<file path="src/rtl/disp_hex_demux.sv">
// Recovers four hex digits plus decimal points from a multiplexed active-low
// seven-segment bus; a slot is captured once its pins have settled.
module disp_hex_demux #(
  parameter int STABLE_CYCLES = 16,
  parameter int TIMEOUT_BITS  = 20
) (
  input  logic       clk,
  input  logic       reset,
  input  logic [3:0] an,
  input  logic [7:0] sseg,
  output logic [3:0] hex0,
  output logic [3:0] hex1,
  output logic [3:0] hex2,
  output logic [3:0] hex3,
  output logic [3:0] dp_out,
  output logic [3:0] valid,
  output logic [3:0] seg_err,
  output logic       frame_tick
);

  localparam int CW = (STABLE_CYCLES <= 2) ? 1 : $clog2(STABLE_CYCLES);
  localparam logic [CW-1:0]           CNT_MAX = CW'(STABLE_CYCLES - 1);
  localparam logic [CW-1:0]           CNT_ONE = CW'(1);
  localparam logic [TIMEOUT_BITS-1:0] TMO_ONE = TIMEOUT_BITS'(1);

  logic [11:0]             s1_q, s2_q, s2_prev_q;
  logic [CW-1:0]           cnt_q;
  logic                    captured_q;
  logic                    cap_vld_q;
  logic [1:0]              cap_slot_q;
  logic [3:0]              cap_nib_q;
  logic                    cap_dp_q;
  logic                    cap_err_q;
  logic [3:0]              hex_q [4];
  logic [3:0]              dp_q, valid_q, err_q, mask_q;
  logic                    tick_q;
  logic [TIMEOUT_BITS-1:0] tmo_q;

  logic                    one_hot, same, cnt_clr, cap_d;
  logic [1:0]              slot;
  logic [4:0]              dec;
  logic [3:0]              mask_d;

  // Returns {illegal, nibble}; illegal patterns decode to nibble 0.
  function automatic logic [4:0] decode(input logic [6:0] s);
    case (s)
      7'b1000000: return 5'h00;
      7'b1111001: return 5'h01;
      7'b0100100: return 5'h02;
      7'b0110000: return 5'h03;
      7'b0011001: return 5'h04;
      7'b0010010: return 5'h05;
      7'b0000010: return 5'h06;
      7'b1111000: return 5'h07;
      7'b0000000: return 5'h08;
      7'b0010000: return 5'h09;
      7'b0001000: return 5'h0A;
      7'b0000011: return 5'h0B;
      7'b1000110: return 5'h0C;
      7'b0100001: return 5'h0D;
      7'b0000110: return 5'h0E;
      7'b0001110: return 5'h0F;
      default:    return 5'h10;
    endcase
  endfunction

  always_comb begin
    one_hot = 1'b1;
    slot    = 2'd0;
    case (s2_q[11:8])
      4'b1110: slot = 2'd0;
      4'b1101: slot = 2'd1;
      4'b1011: slot = 2'd2;
      4'b0111: slot = 2'd3;
      default: one_hot = 1'b0;
    endcase
    same    = (s2_q == s2_prev_q);
    cnt_clr = !same || !one_hot;
    cap_d   = !cnt_clr && (cnt_q == CNT_MAX) && !captured_q;
    dec     = decode(s2_q[6:0]);
    mask_d  = mask_q | (4'b0001 << cap_slot_q);
  end

  always_ff @(posedge clk or posedge reset) begin
    if (reset) begin
      s1_q       <= '0;
      s2_q       <= '0;
      s2_prev_q  <= '0;
      cnt_q      <= '0;
      captured_q <= 1'b0;
      cap_vld_q  <= 1'b0;
      cap_slot_q <= '0;
      cap_nib_q  <= '0;
      cap_dp_q   <= 1'b0;
      cap_err_q  <= 1'b0;
      for (int i = 0; i < 4; i++) hex_q[i] <= '0;
      dp_q       <= '0;
      valid_q    <= '0;
      err_q      <= '0;
      mask_q     <= '0;
      tick_q     <= 1'b0;
      tmo_q      <= '0;
    end else begin
      s1_q      <= {an, sseg};
      s2_q      <= s1_q;
      s2_prev_q <= s2_q;

      if (cnt_clr) begin
        cnt_q      <= '0;
        captured_q <= 1'b0;
      end else begin
        if (cnt_q != CNT_MAX) cnt_q <= cnt_q + CNT_ONE;
        if (cap_d) captured_q <= 1'b1;
      end

      // Decision and decode are staged one cycle ahead of the output update.
      cap_vld_q <= cap_d;
      if (cap_d) begin
        cap_slot_q <= slot;
        cap_nib_q  <= dec[3:0];
        cap_dp_q   <= s2_q[7];
        cap_err_q  <= dec[4];
      end

      tick_q <= 1'b0;
      if (cap_vld_q) begin
        hex_q[cap_slot_q]   <= cap_nib_q;
        dp_q[cap_slot_q]    <= cap_dp_q;
        valid_q[cap_slot_q] <= 1'b1;
        err_q[cap_slot_q]   <= cap_err_q;
        tmo_q               <= '0;
        if (mask_d == 4'hF) begin
          mask_q <= '0;
          tick_q <= 1'b1;
        end else begin
          mask_q <= mask_d;
        end
      end else if (tmo_q == '1) begin
        valid_q <= '0;
        mask_q  <= '0;
        tmo_q   <= '0;
      end else begin
        tmo_q <= tmo_q + TMO_ONE;
      end
    end
  end

  assign hex0       = hex_q[0];
  assign hex1       = hex_q[1];
  assign hex2       = hex_q[2];
  assign hex3       = hex_q[3];
  assign dp_out     = dp_q;
  assign valid      = valid_q;
  assign seg_err    = err_q;
  assign frame_tick = tick_q;

endmodule

</file>
<file path="config.mk">
export PLATFORM = sky130hd
export DESIGN_NAME = disp_hex_demux
export DESIGN_NICKNAME = d
export VERILOG_FILES = /design/src/rtl/disp_hex_demux.sv
export SDC_FILE = /design/constraint.sdc
export NUM_CORES = 1
export LEC_CHECK = 0
export BUFFER_PORTS_ARGS = -buffer_cell sky130_fd_sc_hd__buf_2
export CORE_MARGIN = 3
export CORE_UTILIZATION = 45
export CTS_BUF_LIST = sky130_fd_sc_hd__clkbuf_16
export CTS_CLUSTER_SIZE = 12
export DETAILED_ROUTE_END_ITERATION = 7
export SLEW_MARGIN = 20
export SYNTH_ARGS = -nofsm -noshare
export SYNTH_HDL_FRONTEND = slang
export SYNTH_SLANG_ARGS = --single-unit
export TNS_END_PERCENT = 10
</file>
<file path="constraint.sdc">
create_clock -name clk -period 4 [get_ports clk]
set_input_delay 0.8 -clock clk [delete_from_list [all_inputs] [get_ports clk]]
set_output_delay 0.8 -clock clk [all_outputs]
set_load 0.03 [all_outputs]
</file>
==> key figures, run 1 <==
Worst setup path
  – Reg2Reg Depth: 5
  – Worst R2R Start: s2_q[6]$_DFF_PP0_
  – CP max FO: 16
  – WP data arrival: between 2000 and 3000 ps
  – Worst setup startpoint: s2_q[6]$_DFF_PP0_
  – Critical Path Sink Type: flop
  – WS Path Type: flop to flop
  – Crit path to: cap_slot_q[1]$_DFFE_PP0P_
  – Capture point of the worst reg-to-reg path: cap_slot_q[1]$_DFFE_PP0P_
  – CP required: 4220 ps
  – Nature of the critical path startpoint: flop
  – R2R Setup Slk: 1600 ps

Synthesis
  – Post-synthesis sequential area ratio: 60.7%
  – Post-synth EDFFs: 0
  – Share of the synthesized area in the top cell type: 60.7%
  – Flops & latches, synth: 103
  – Synth area leaders: dfrtp_1 (61%), mux2_2 (6.1%), xor2_1 (4.3%), nor2_1 (2.8%), nand3_1 (2.7%)
  – Yosys warns: 0
  – Ys flop type: dfrtp_1
  – Syn_area_per_cell: 11.8 um2
  – Number of library cell types mapped by synthesis: 46
  – Most frequent cells after synthesis: dfrtp_1 (103), nor2_1 (32), mux2_2 (23), nand2_1 (23), nand3_1 (23)
  – Post-Syn Area: about 4200 um2
  – Post-synthesis cell count: 359
  – Asr flop ratio synth: 100%
  – Post-synthesis net count: 375
  – Top-count cell post-synth: dfrtp_1
  – Synth area leader: dfrtp_1

Clock tree
  – Total clock sinks: 103
  – TritonCTS clock tree: yes
  – Clock buffer depth: 2
  – Root Buffer: clkbuf_16
  – Hold Buf Count CTS: 0
  – Num CTS Buffers: 9
  – Postcts setup bufs: 0
  – Level count of the clock H-tree: 3
  – Clk slew on worst S/H paths: 70 ps
  – Clk_lat worst skew: 330 ps
  – Cts repair resizes: 0

GRT
  – GRT overflow: 0
  – First-pass GRT wire length: approximately 13000 um
  – GRT Total Usage: 16.2%
  – Vias in the first global route: 2807
  – Largest net degree at the start of global routing: 51
  – Initial antenna violation count: 0

Placement
  – RD Place Congestion: 0.797
  – Dpl ws: 1600 ps
  – Post-DP HPWL: slightly above 5000 um
  – PortBufs: 42

STA
  – Final min period: 2400 ps
  – Setup violations, final: 0
  – Worst-Margin Slew: 1100 ps
  – Fmax: 0.417 GHz
  – Unrepaired setup endpoints after global routing: no
  – Worst Skew: 7.34 ps
  – Worst setup margin: 1600 ps
  – Headroom to the max-slew limit: 25.8%
  – Final hold violation count: 0
  – Final Slew Violations: 0
  – Final Cycle Share: around 60%
  – Setup tns final: 0 ps

Floorplanning
  – Row Count: 34
  – I/O pin total: 43
  – Die Ht: 103 um
  – Initial core utilization: 47.5%
  – Die Wd: a little over 100 um
  – Die ar.: 10600 um2
  – Core area: 8930 um2

Route
  – Via count: 2783
  – Initial DRC count: 83
  – Drt first pass iters: 4
  – Avg WL per Cell: 14.8 um
  – Vias per cell: between 5 and 6
  – DRT Wirelength: 7620 um
  – Number of routed nets with antenna violations: 0
  – DRC viols: 0

Final layout
  – Layout area overhead: 13.7%
  – Sequential cell area: 2580 um2
  – Ant. Diodes: 0
  – Final layout net count: 416
  – Share of cells above drive strength 1: 21.7%
  – Fill cells: 811
  – Area of the multi-input gates: between 1500 and 2000 um2

Outcome
  – Status: finished clean

Power and ir drop
  – Power, Total: roughly 2 mW
  – Peak VDD IR: 0.193 mV
  – Pwr Density: about 400 nW/um2
  – Leak: 2.25 nW

Min path
  – HP Class: flop to flop

Run
  – MaxCap Viol Count: 0
## per-layer routing
| metal | vias up | GRT usage (%) | wire length, um |
|---|---|---|---|
| met5 | - | 0 | 0 |
| met4 | 0 | 5.98 | 91 |
| met3 | 8 | 3.38 | 272 |
| met2 | 50 | 25.3 | 3650 |
| met1 | 1384 | 22.4 | 3600 |
| li1 | 1341 | - | - |
## stage by stage
step	utilization (%)	area [um2]	std cells	hold WS, ps
after floorplan	-	4240	359	331
after global placement	50.9	4540	497	334
after detailed placement	50.9	4540	497	335
after CTS	54.0	4820	513	350
after global routing	54.0	4820	513	359
final	54.0	4820	513	350
## power by group
part | switching [mW] | internal, mW
combinational | 0.0349 | 0.0225
clock | 0.382 | 0.430
sequential | 0.0240 | 1.06
total | 0.441 | 1.51
## worst min path at each step
stage | start | cells after the start | endpoint
floorplan | s1_q[0]$_DFF_PP0_ | 0 | s2_q[0]$_DFF_PP0_
global placement | s1_q[0]$_DFF_PP0_ | 0 | s2_q[0]$_DFF_PP0_
detailed placement | s1_q[9]$_DFF_PP0_ | 0 | s2_q[9]$_DFF_PP0_
CTS | s1_q[8]$_DFF_PP0_ | 0 | s2_q[8]$_DFF_PP0_
global route | s1_q[1]$_DFF_PP0_ | 0 | s2_q[1]$_DFF_PP0_
finish | s1_q[9]$_DFF_PP0_ | 0 | s2_q[9]$_DFF_PP0_
## layout by cell type, fill, tap and decap left out, types with 3 or more instances in the layout
cell and instances:
mux2i_1 5, a21oi_1 10, a211oi_1 3, nand3_1 23, xor2_1 21, o21a_1 3, o21ai_0 15, clkbuf_16 9
buf_2 42, inv_6 4, nor3_1 9, nor3b_1 5, inv_1 9, nor2b_1 4, nor2_1 32, dfrtp_1 103
nor4_1 4, and3_1 5, nand4_1 5, xnor2_1 11, nand2_1 23, mux2_2 23
## cells by family (layout without fill, tap and decap cells)
kind of cell	Yosys count	count (layout)	synth area share, %
muxes	28	28	7.28
AOI/OAI and AO/OA	42	42	6.25
adders and majority gates	2	2	0.590
xor gates and xnor gates	32	32	6.60
buffers and inverters	23	69	2.27
DFF	103	103	60.7
and+or+nand+nor	129	129	16.3
## area by class of cell
cell class / instances / area share, %
Clock buffer: 9 / 4.67
Clock inverter: 7 / 1.14
Inverter: 9 / 0.752
Multi-Input combinational cell: 233 / 32.5
Sequential cell: 103 / 53.4
Tap cell: 108 / 2.80
Timing Repair Buffer: 44 / 4.67
## state kept, by name, summed over array words and instances, names as in the netlist, 12 cells and up
register / cells
s1_q: 12
s2_q: 12
s2_prev_q: 12
tmo_q: 20
## worst max-delay path: stages, from the launching register on
cell       delay, ps
dfrtp_1          570
xor2_1           250
nor4_2           280
o2111ai_2        290
nor3_4           500
mux2_2           390
Power figures use the tool's default switching activity.
==> inputs of run 2 (changes only) <==
--- a/config.mk
+++ b/config.mk
@@ -11,6 +11,7 @@
 export CTS_BUF_LIST = sky130_fd_sc_hd__clkbuf_16
 export CTS_CLUSTER_SIZE = 12
 export DETAILED_ROUTE_END_ITERATION = 7
+export PLACE_DENSITY = 0.66
 export SLEW_MARGIN = 20
 export SYNTH_ARGS = -nofsm -noshare
 export SYNTH_HDL_FRONTEND = slang
==> constraint.sdc (replaced) <==
create_clock -name clk -period 2.1 [get_ports clk]
set_input_delay 0.42 -clock clk [delete_from_list [all_inputs] [get_ports clk]]
set_output_delay 0.42 -clock clk [all_outputs]
set_load 0.03 [all_outputs]
==> run 2 against run 1 <==
Against the previous run:
- clock-buffer cell count is the same
- sequential cell count is the same
- die area is the same
- clock skew grew 3.4 ps
- register-to-register slack lost 1500 ps
- non-clock buffer count grew 21
- critical path type unchanged
- highest routed layer unchanged
==> key figures, run 2 (synthesis results as in run 1) <==
Final layout
  – Largest Register: tmo_q
  – Max reg flops: 20 (unchanged)
  – Layout area overhead: 19.0%
  – Most frequent cells in the layout: dfrtp_1 (103), buf_2 (42), nor2_1 (32)
  – Final layout net count: 437 (+5.0%)
  – Share of cells above drive strength 1: 25.8% (+4.1 points)
  – Final Core Density: 56.6% (+2.5 points)
  – Cell area after layout: 5050 um2 (+4.7%)
  – Ant. Diodes: 0 (unchanged)
  – Fill cells: 769 (-5.2%)
  – Leading cell type in the layout, fill and taps excluded: dfrtp_1

STA
  – Worst setup margin: 99.9 ps (-1500 ps)
  – Setup tns final: 0 ps (unchanged)
  – Hold_ws: 83.2 ps (-266 ps)
  – Headroom to the max-slew limit: 65.9% (+40 points)
  – Final Slew Violations: 0 (unchanged)
  – Worst-Margin Slew: 504 ps (-601 ps)
  – Final min period: 2000 ps (-395 ps)
  – Final Cycle Share: 95.2% (+35 points)
  – Final hold violation count: 0 (unchanged)
  – Setup violations, final: 0 (unchanged)
  – Fmax: 0.500 GHz (+20%)
  – Worst Skew: 10.7 ps (+3.40 ps)

Power and ir drop
  – Gate power share: 4.1% (+1.2 points)
  – Clock power share: 44.3% (+2.7 points)
  – Sw Ratio: 22.8% (+0.24 points)
  – Pwr Density: 780 nW/um2 (+93%)
  – Sequential fraction of design power: 51.6% (-3.9 points)
  – Sw Pwr: 0.900 mW (+100%)
  – Peak VDD IR: 0.507 mV (+160%)
  – Pint: 3.04 mW (+100%)
  – Leak: 2.38 nW (+5.8%)

Route
  – Routed length on met3: 311 um (+14%)
  – Drt first pass iters: 4 (unchanged)
  – Vias per cell: 5.34 (-1.5%)
  – Initial DRC count: 116 (+40%)
  – Number of routed nets with antenna violations: 0 (unchanged)
  – Via count: 2853 (+2.5%)
  – DRC viols: 0 (unchanged)
  – DRT Wirelength: 7780 um (+2.2%)
  – WL met1: 3440 um (-4.4%)
  – Avg WL per Cell: 14.6 um (-1.8%)
  – Max Used Layer: met4
  – Met2 wire length: 3920 um (+7.3%)

Outcome
  – Status: finished clean

Placement
  – Placed Area: 4710 um2 (+3.7%)
  – PortBufs: 42 (unchanged)
  – RD Place Congestion: 0.771 (-3.3%)
  – Post-DP HPWL: 5400 um (+4.0%)
  – Dpl ws: 57.7 ps (-1540 ps)

Clock tree
  – Clk_lat worst skew: 340 ps (about the same)
  – Num CTS Buffers: 9 (unchanged)
  – Level count of the clock H-tree: 3 (unchanged)
  – Clk slew on worst S/H paths: 70 ps (about the same)
  – TritonCTS clock tree: yes
  – Clock buffer depth: 2 (unchanged)
  – Cts repair resizes: 0 (unchanged)
  – Root Buffer: clkbuf_16
  – Total clock sinks: 103 (unchanged)

Worst setup path
  – Worst-path cell chain: xor2_1 > nor4_1 > o2111ai_2 > nor3_4 > buf_4 > mux2_2
  – Worst R2R Start: s2_q[10]$_DFF_PP0_
  – CP required: 2320 ps (-1900 ps)
  – Nature of the critical path startpoint: flop
  – Critical Path Sink Type: flop
  – Capture point of the worst reg-to-reg path: cap_err_q$_DFFE_PP0P_
  – WP data arrival: 2220 ps (-390 ps)
  – Max incr delay on CP: 390 ps (-180 ps)
  – WS Path Type: flop to flop
  – R2R Setup Slk: 100 ps (-1500 ps)
  – CP max stage cell: dfrtp_1
  – CP max FO: 4 (-12)
  – Reg2Reg Depth: 6 (+1)

GRT
  – Vias in the first global route: 2802 (-0.18%)
  – Initial antenna violation count: 0 (unchanged)
  – GRT overflow: 0 (unchanged)
  – GRT Total Usage: 15.9% (-0.28 points)
  – First-pass GRT wire length: 13100 um (-2.1%)
  – Largest net degree at the start of global routing: 55 (+7.8%)

Floorplanning
  – Die ar.: 10600 um2 (unchanged)
  – Row Count: 34 (unchanged)
  – I/O pin total: 43 (unchanged)
  – Die Ht: 103 um (unchanged)
  – Initial core utilization: 47.5% (unchanged)
  – Core area: 8930 um2 (unchanged)
  – Die Wd: 103 um (unchanged)

Min path
  – HP Class: input pin to async pin

Run
  – MaxCap Viol Count: 0 (unchanged)
run 2: what timing repair did:
action / in CTS / in global routing
setup buffers: 0 / 2
hold buffers: 0 / 0
setup endpoints to repair: 0 / 7
run 2: layout make-up:
type	count	area, um2	share of cell area (%)
repair buffers	65	408	8.07
well taps	108	135	2.67
clock inverters	7	98.8	1.96
inverters	9	37.5	0.743
multi-input cells	233	1570	31.1
flip-flops and latches	103	2580	51.0
clock buffers	9	225	4.46
run 2: through the flow:
stage,instances,power [mW]
global route,534,4.10
global placement,516,2.23
finish,534,3.94
detailed placement,516,2.24
floorplan,359,2.17
CTS,532,3.99
run 2: power by group through the flow:
stage | Sequential, mW | Combinational [mW] | Clock, mW
after CTS | 2.03 | 0.166 | 1.79
after global placement | 2.07 | 0.159 | 0
final | 2.03 | 0.161 | 1.75
after global routing | 2.04 | 0.181 | 1.88
after detailed placement | 2.07 | 0.164 | 0
after floorplan | 2.07 | 0.0988 | 0
run 2: worst max path at each step:
stage | startpoint | endpoint | slack (ps) | cells past startpoint
4_1_cts | s2_q[10]$_DFF_PP0_ | cap_slot_q[1]$_DFFE_PP0P_ | 40 | 5
5_1_grt | s2_q[10]$_DFF_PP0_ | cap_nib_q[2]$_DFFE_PP0P_ | -20 | 6
3_5_place_dp | s2_q[10]$_DFF_PP0_ | cap_slot_q[1]$_DFFE_PP0P_ | 60 | 5
2_1_floorplan | s2_q[11]$_DFF_PP0_ | cap_dp_q$_DFFE_PP0P_ | 30 | 6
3_3_place_gp | s2_q[10]$_DFF_PP0_ | cap_slot_q[1]$_DFFE_PP0P_ | 100 | 5
6_report | s2_q[10]$_DFF_PP0_ | cap_err_q$_DFFE_PP0P_ | 100 | 6
run 2: per-layer routing:
metal / track usage, % / vias to the layer above
met5: 0 / -
met4: 6.37 / 0
met3: 4.33 / 8
met2: 25.5 / 57
met1: 20.5 / 1408
li1: - / 1380
run 2: worst max-delay path, delay by kind of cell (launching register included):
| kind | cells | cell delay [ps] |
|---|---|---|
| AND/OR/NAND/NOR | 2 | 600 |
| flip-flops | 1 | 390 |
| multiplexers | 1 | 330 |
| AO/OA/AOI/OAI | 1 | 230 |
| buffers and inverters | 1 | 170 |
| XOR/XNOR | 1 | 160 |
==> inputs of run 3 (changes only) <==
--- a/config.mk
+++ b/config.mk
@@ -12,6 +12,7 @@
 export CTS_CLUSTER_SIZE = 12
 export DETAILED_ROUTE_END_ITERATION = 7
 export PLACE_DENSITY = 0.66
+export RECOVER_POWER = 50
 export SLEW_MARGIN = 20
 export SYNTH_ARGS = -nofsm -noshare
 export SYNTH_HDL_FRONTEND = slang
==> run 3 against run 2 <==
Against the previous run:
- clock-buffer cell count unchanged
- via count increased by 0.11%
- clock skew increased by 0.64 ps
- routed wire length decreased by 0.14%
- design area decreased by 1.1%
- power decreased by 0.37%
- sequential cell count unchanged
- sequential power about the same
==> key figures, run 3 (synthesis results as in run 1) <==
Placement
  – Placed Area: 4710 um2 (unchanged)
  – RD Place Congestion: 0.771 (unchanged)
  – Cells after DPL: 516 (unchanged)
  – PortBufs: 42 (unchanged)
  – Post-DP HPWL: 5400 um (unchanged)

Route
  – Vias per cell: 5.35 (+0.11%)
  – Avg WL per Cell: 14.6 um (-0.14%)
  – Initial DRC count: 95 (-18%)
  – Drt first pass iters: 4 (unchanged)
  – DRT Wirelength: 7770 um (-0.14%)
  – Number of routed nets with antenna violations: 0 (unchanged)
  – DRC viols: 0 (unchanged)
  – Via count: 2856 (+0.11%)

Final layout
  – Share of cells above drive strength 1: 24.2% (-1.6 points)
  – Ant. Diodes: 0 (unchanged)
  – Fill cells: 779 (+1.3%)
  – Leading cell type in the layout, fill and taps excluded: dfrtp_1
  – Final layout net count: 437 (unchanged)
  – Non-Filler Instances: 534 (unchanged)
  – Layout area overhead: 17.7%
  – Largest Register: tmo_q
  – Max reg flops: 20 (unchanged)
  – Most frequent cells in the layout: dfrtp_1 (103), buf_2 (42), nor2_1 (32)
  – Cell area after layout: 5000 um2 (-1.1%)

Clock tree
  – Root Buffer: clkbuf_16
  – TritonCTS clock tree: yes
  – Num CTS Buffers: 9 (unchanged)
  – Total clock sinks: 103 (unchanged)
  – Clock buffer depth: 2 (unchanged)
  – Clk slew on worst S/H paths: 70 ps (about the same)
  – Clk_lat worst skew: 340 ps (about the same)
  – Level count of the clock H-tree: 3 (unchanged)

Worst setup path
  – Worst-path cell chain: xor2_1 > nor4_1 > o2111ai_2 > nor3_4 > buf_4 > mux2_2
  – CP required: 2320 ps (about the same)
  – Critical Path Sink Type: flop
  – Nature of the critical path startpoint: flop
  – CP max FO: 4 (unchanged)
  – CP max stage cell: dfrtp_1
  – Max incr delay on CP: 390 ps (about the same)
  – WS Path Type: flop to flop
  – WP data arrival: 2230 ps (about the same)

STA
  – Final min period: 2000 ps (+2.67 ps)
  – Setup tns final: 0 ps (unchanged)
  – Headroom to the max-slew limit: 23.8% (-42 points)
  – Final hold violation count: 0 (unchanged)
  – Setup violations, final: 0 (unchanged)
  – Fmax: 0.499 GHz (-0.13%)
  – Hold_ws: 139 ps (+56.1 ps)
  – Worst Skew: 11.4 ps (+0.638 ps)
  – Worst-Margin Slew: 1140 ps (+640 ps)
  – Final Cycle Share: 95.4% (+0.13 points)
  – Final Slew Violations: 0 (unchanged)

Power and ir drop
  – Pwr Density: 786 nW/um2 (+0.76%)
  – Leak: 2.34 nW (-1.5%)
  – Peak VDD IR: 0.507 mV (about the same)
  – Pint: 3.03 mW (-0.39%)
  – Sequential fraction of design power: 51.8% (+0.2 points)
  – Sw Pwr: 0.897 mW (-0.30%)
  – Sw Ratio: 22.8% (about the same)
  – Power, Total: 3.93 mW (-0.37%)
  – Gate power share: 3.8% (-0.3 points)
  – Clock power share: 44.5% (+0.2 points)

Run
  – MaxCap Viol Count: 0 (unchanged)

GRT
  – First-pass GRT wire length: 13100 um (unchanged)
  – Largest net degree at the start of global routing: 55 (unchanged)
  – GRT Total Usage: 15.9% (unchanged)
  – Vias in the first global route: 2802 (unchanged)
  – Initial antenna violation count: 0 (unchanged)
  – GRT overflow: 0 (unchanged)

Floorplanning
  – Die Wd: 103 um (unchanged)
  – I/O pin total: 43 (unchanged)
  – Die Ht: 103 um (unchanged)
  – Row Count: 34 (unchanged)
  – Core area: 8930 um2 (unchanged)
  – Die ar.: 10600 um2 (unchanged)
  – Initial core utilization: 47.5% (unchanged)

Outcome
  – Status: finished clean

Min path
  – HP Class: input pin to async pin
[run 3: path summary, 6_finish.rpt]
path,from,depth (start not counted),slack (ps),endpoint
worst max register to register,s2_q[10]$_DFF_PP0_,6,100,cap_err_q$_DFFE_PP0P_
worst min-delay path,reset,2,140,tmo_q[13]$_DFF_PP0_
max in group asynchronous,reset,3,430,cap_nib_q[2]$_DFFE_PP0P_
min in group clk,sseg[0],1,170,s1_q[0]$_DFF_PP0_
worst min register to register,s1_q[6]$_DFF_PP0_,0,350,s2_q[6]$_DFF_PP0_
worst max-delay path,s2_q[10]$_DFF_PP0_,6,100,cap_err_q$_DFFE_PP0P_
[run 3: final cells by class]
class / count / area (um2) / share of cell area (%)
Clock buffer: 9 / 225 / 4.51
Multi-Input combinational cell: 233 / 1570 / 31.4
Tap cell: 108 / 135 / 2.70
Inverter: 9 / 35.0 / 0.701
Sequential cell: 103 / 2580 / 51.6
Clock inverter: 7 / 98.8 / 1.98
Timing Repair Buffer: 65 / 354 / 7.09
[run 3: per-stage QoR]
step,worst slack (ps),utilization [%]
finish,97.2,55.9
global route,-17.5,55.9
global placement,102,52.8
CTS,44.8,56.4
detailed placement,57.7,52.8
floorplan,31.7,-
[run 3: critical path: cells and delay by family, from the launching register on]
family	cells	cell delay, ps
muxes	1	330
buffers and inverters	1	170
DFF	1	390
xor gates and xnor gates	1	160
AOI/OAI and AO/OA	1	230
and+or+nand+nor	2	600
[run 3: layer usage]
metal / track usage (%) / vias up / wire length [um]
li1: - / 1381 / -
met1: 20.5 / 1406 / 3390
met2: 25.5 / 61 / 3940
met3: 4.33 / 8 / 323
met4: 6.37 / 0 / 114
met5: 0 / - / 0
[run 3: power by group through the flow]
stage | clock [mW] | sequential [mW] | combinational (mW)
6_report | 1.75 | 2.03 | 0.148
5_1_grt | 1.88 | 2.04 | 0.168
4_1_cts | 1.79 | 2.03 | 0.166
3_5_place_dp | 0 | 2.07 | 0.164
3_3_place_gp | 0 | 2.07 | 0.159
2_1_floorplan | 0 | 2.07 | 0.0988
[run 3: what timing repair did]
action / 4_1_cts / 5_1_grt
endpoints found under the hold margin: 0 / 0
setup endpoints to repair: 0 / 7
resized for setup: 0 / 0
hold buffers: 0 / 0
setup buffers: 0 / 2
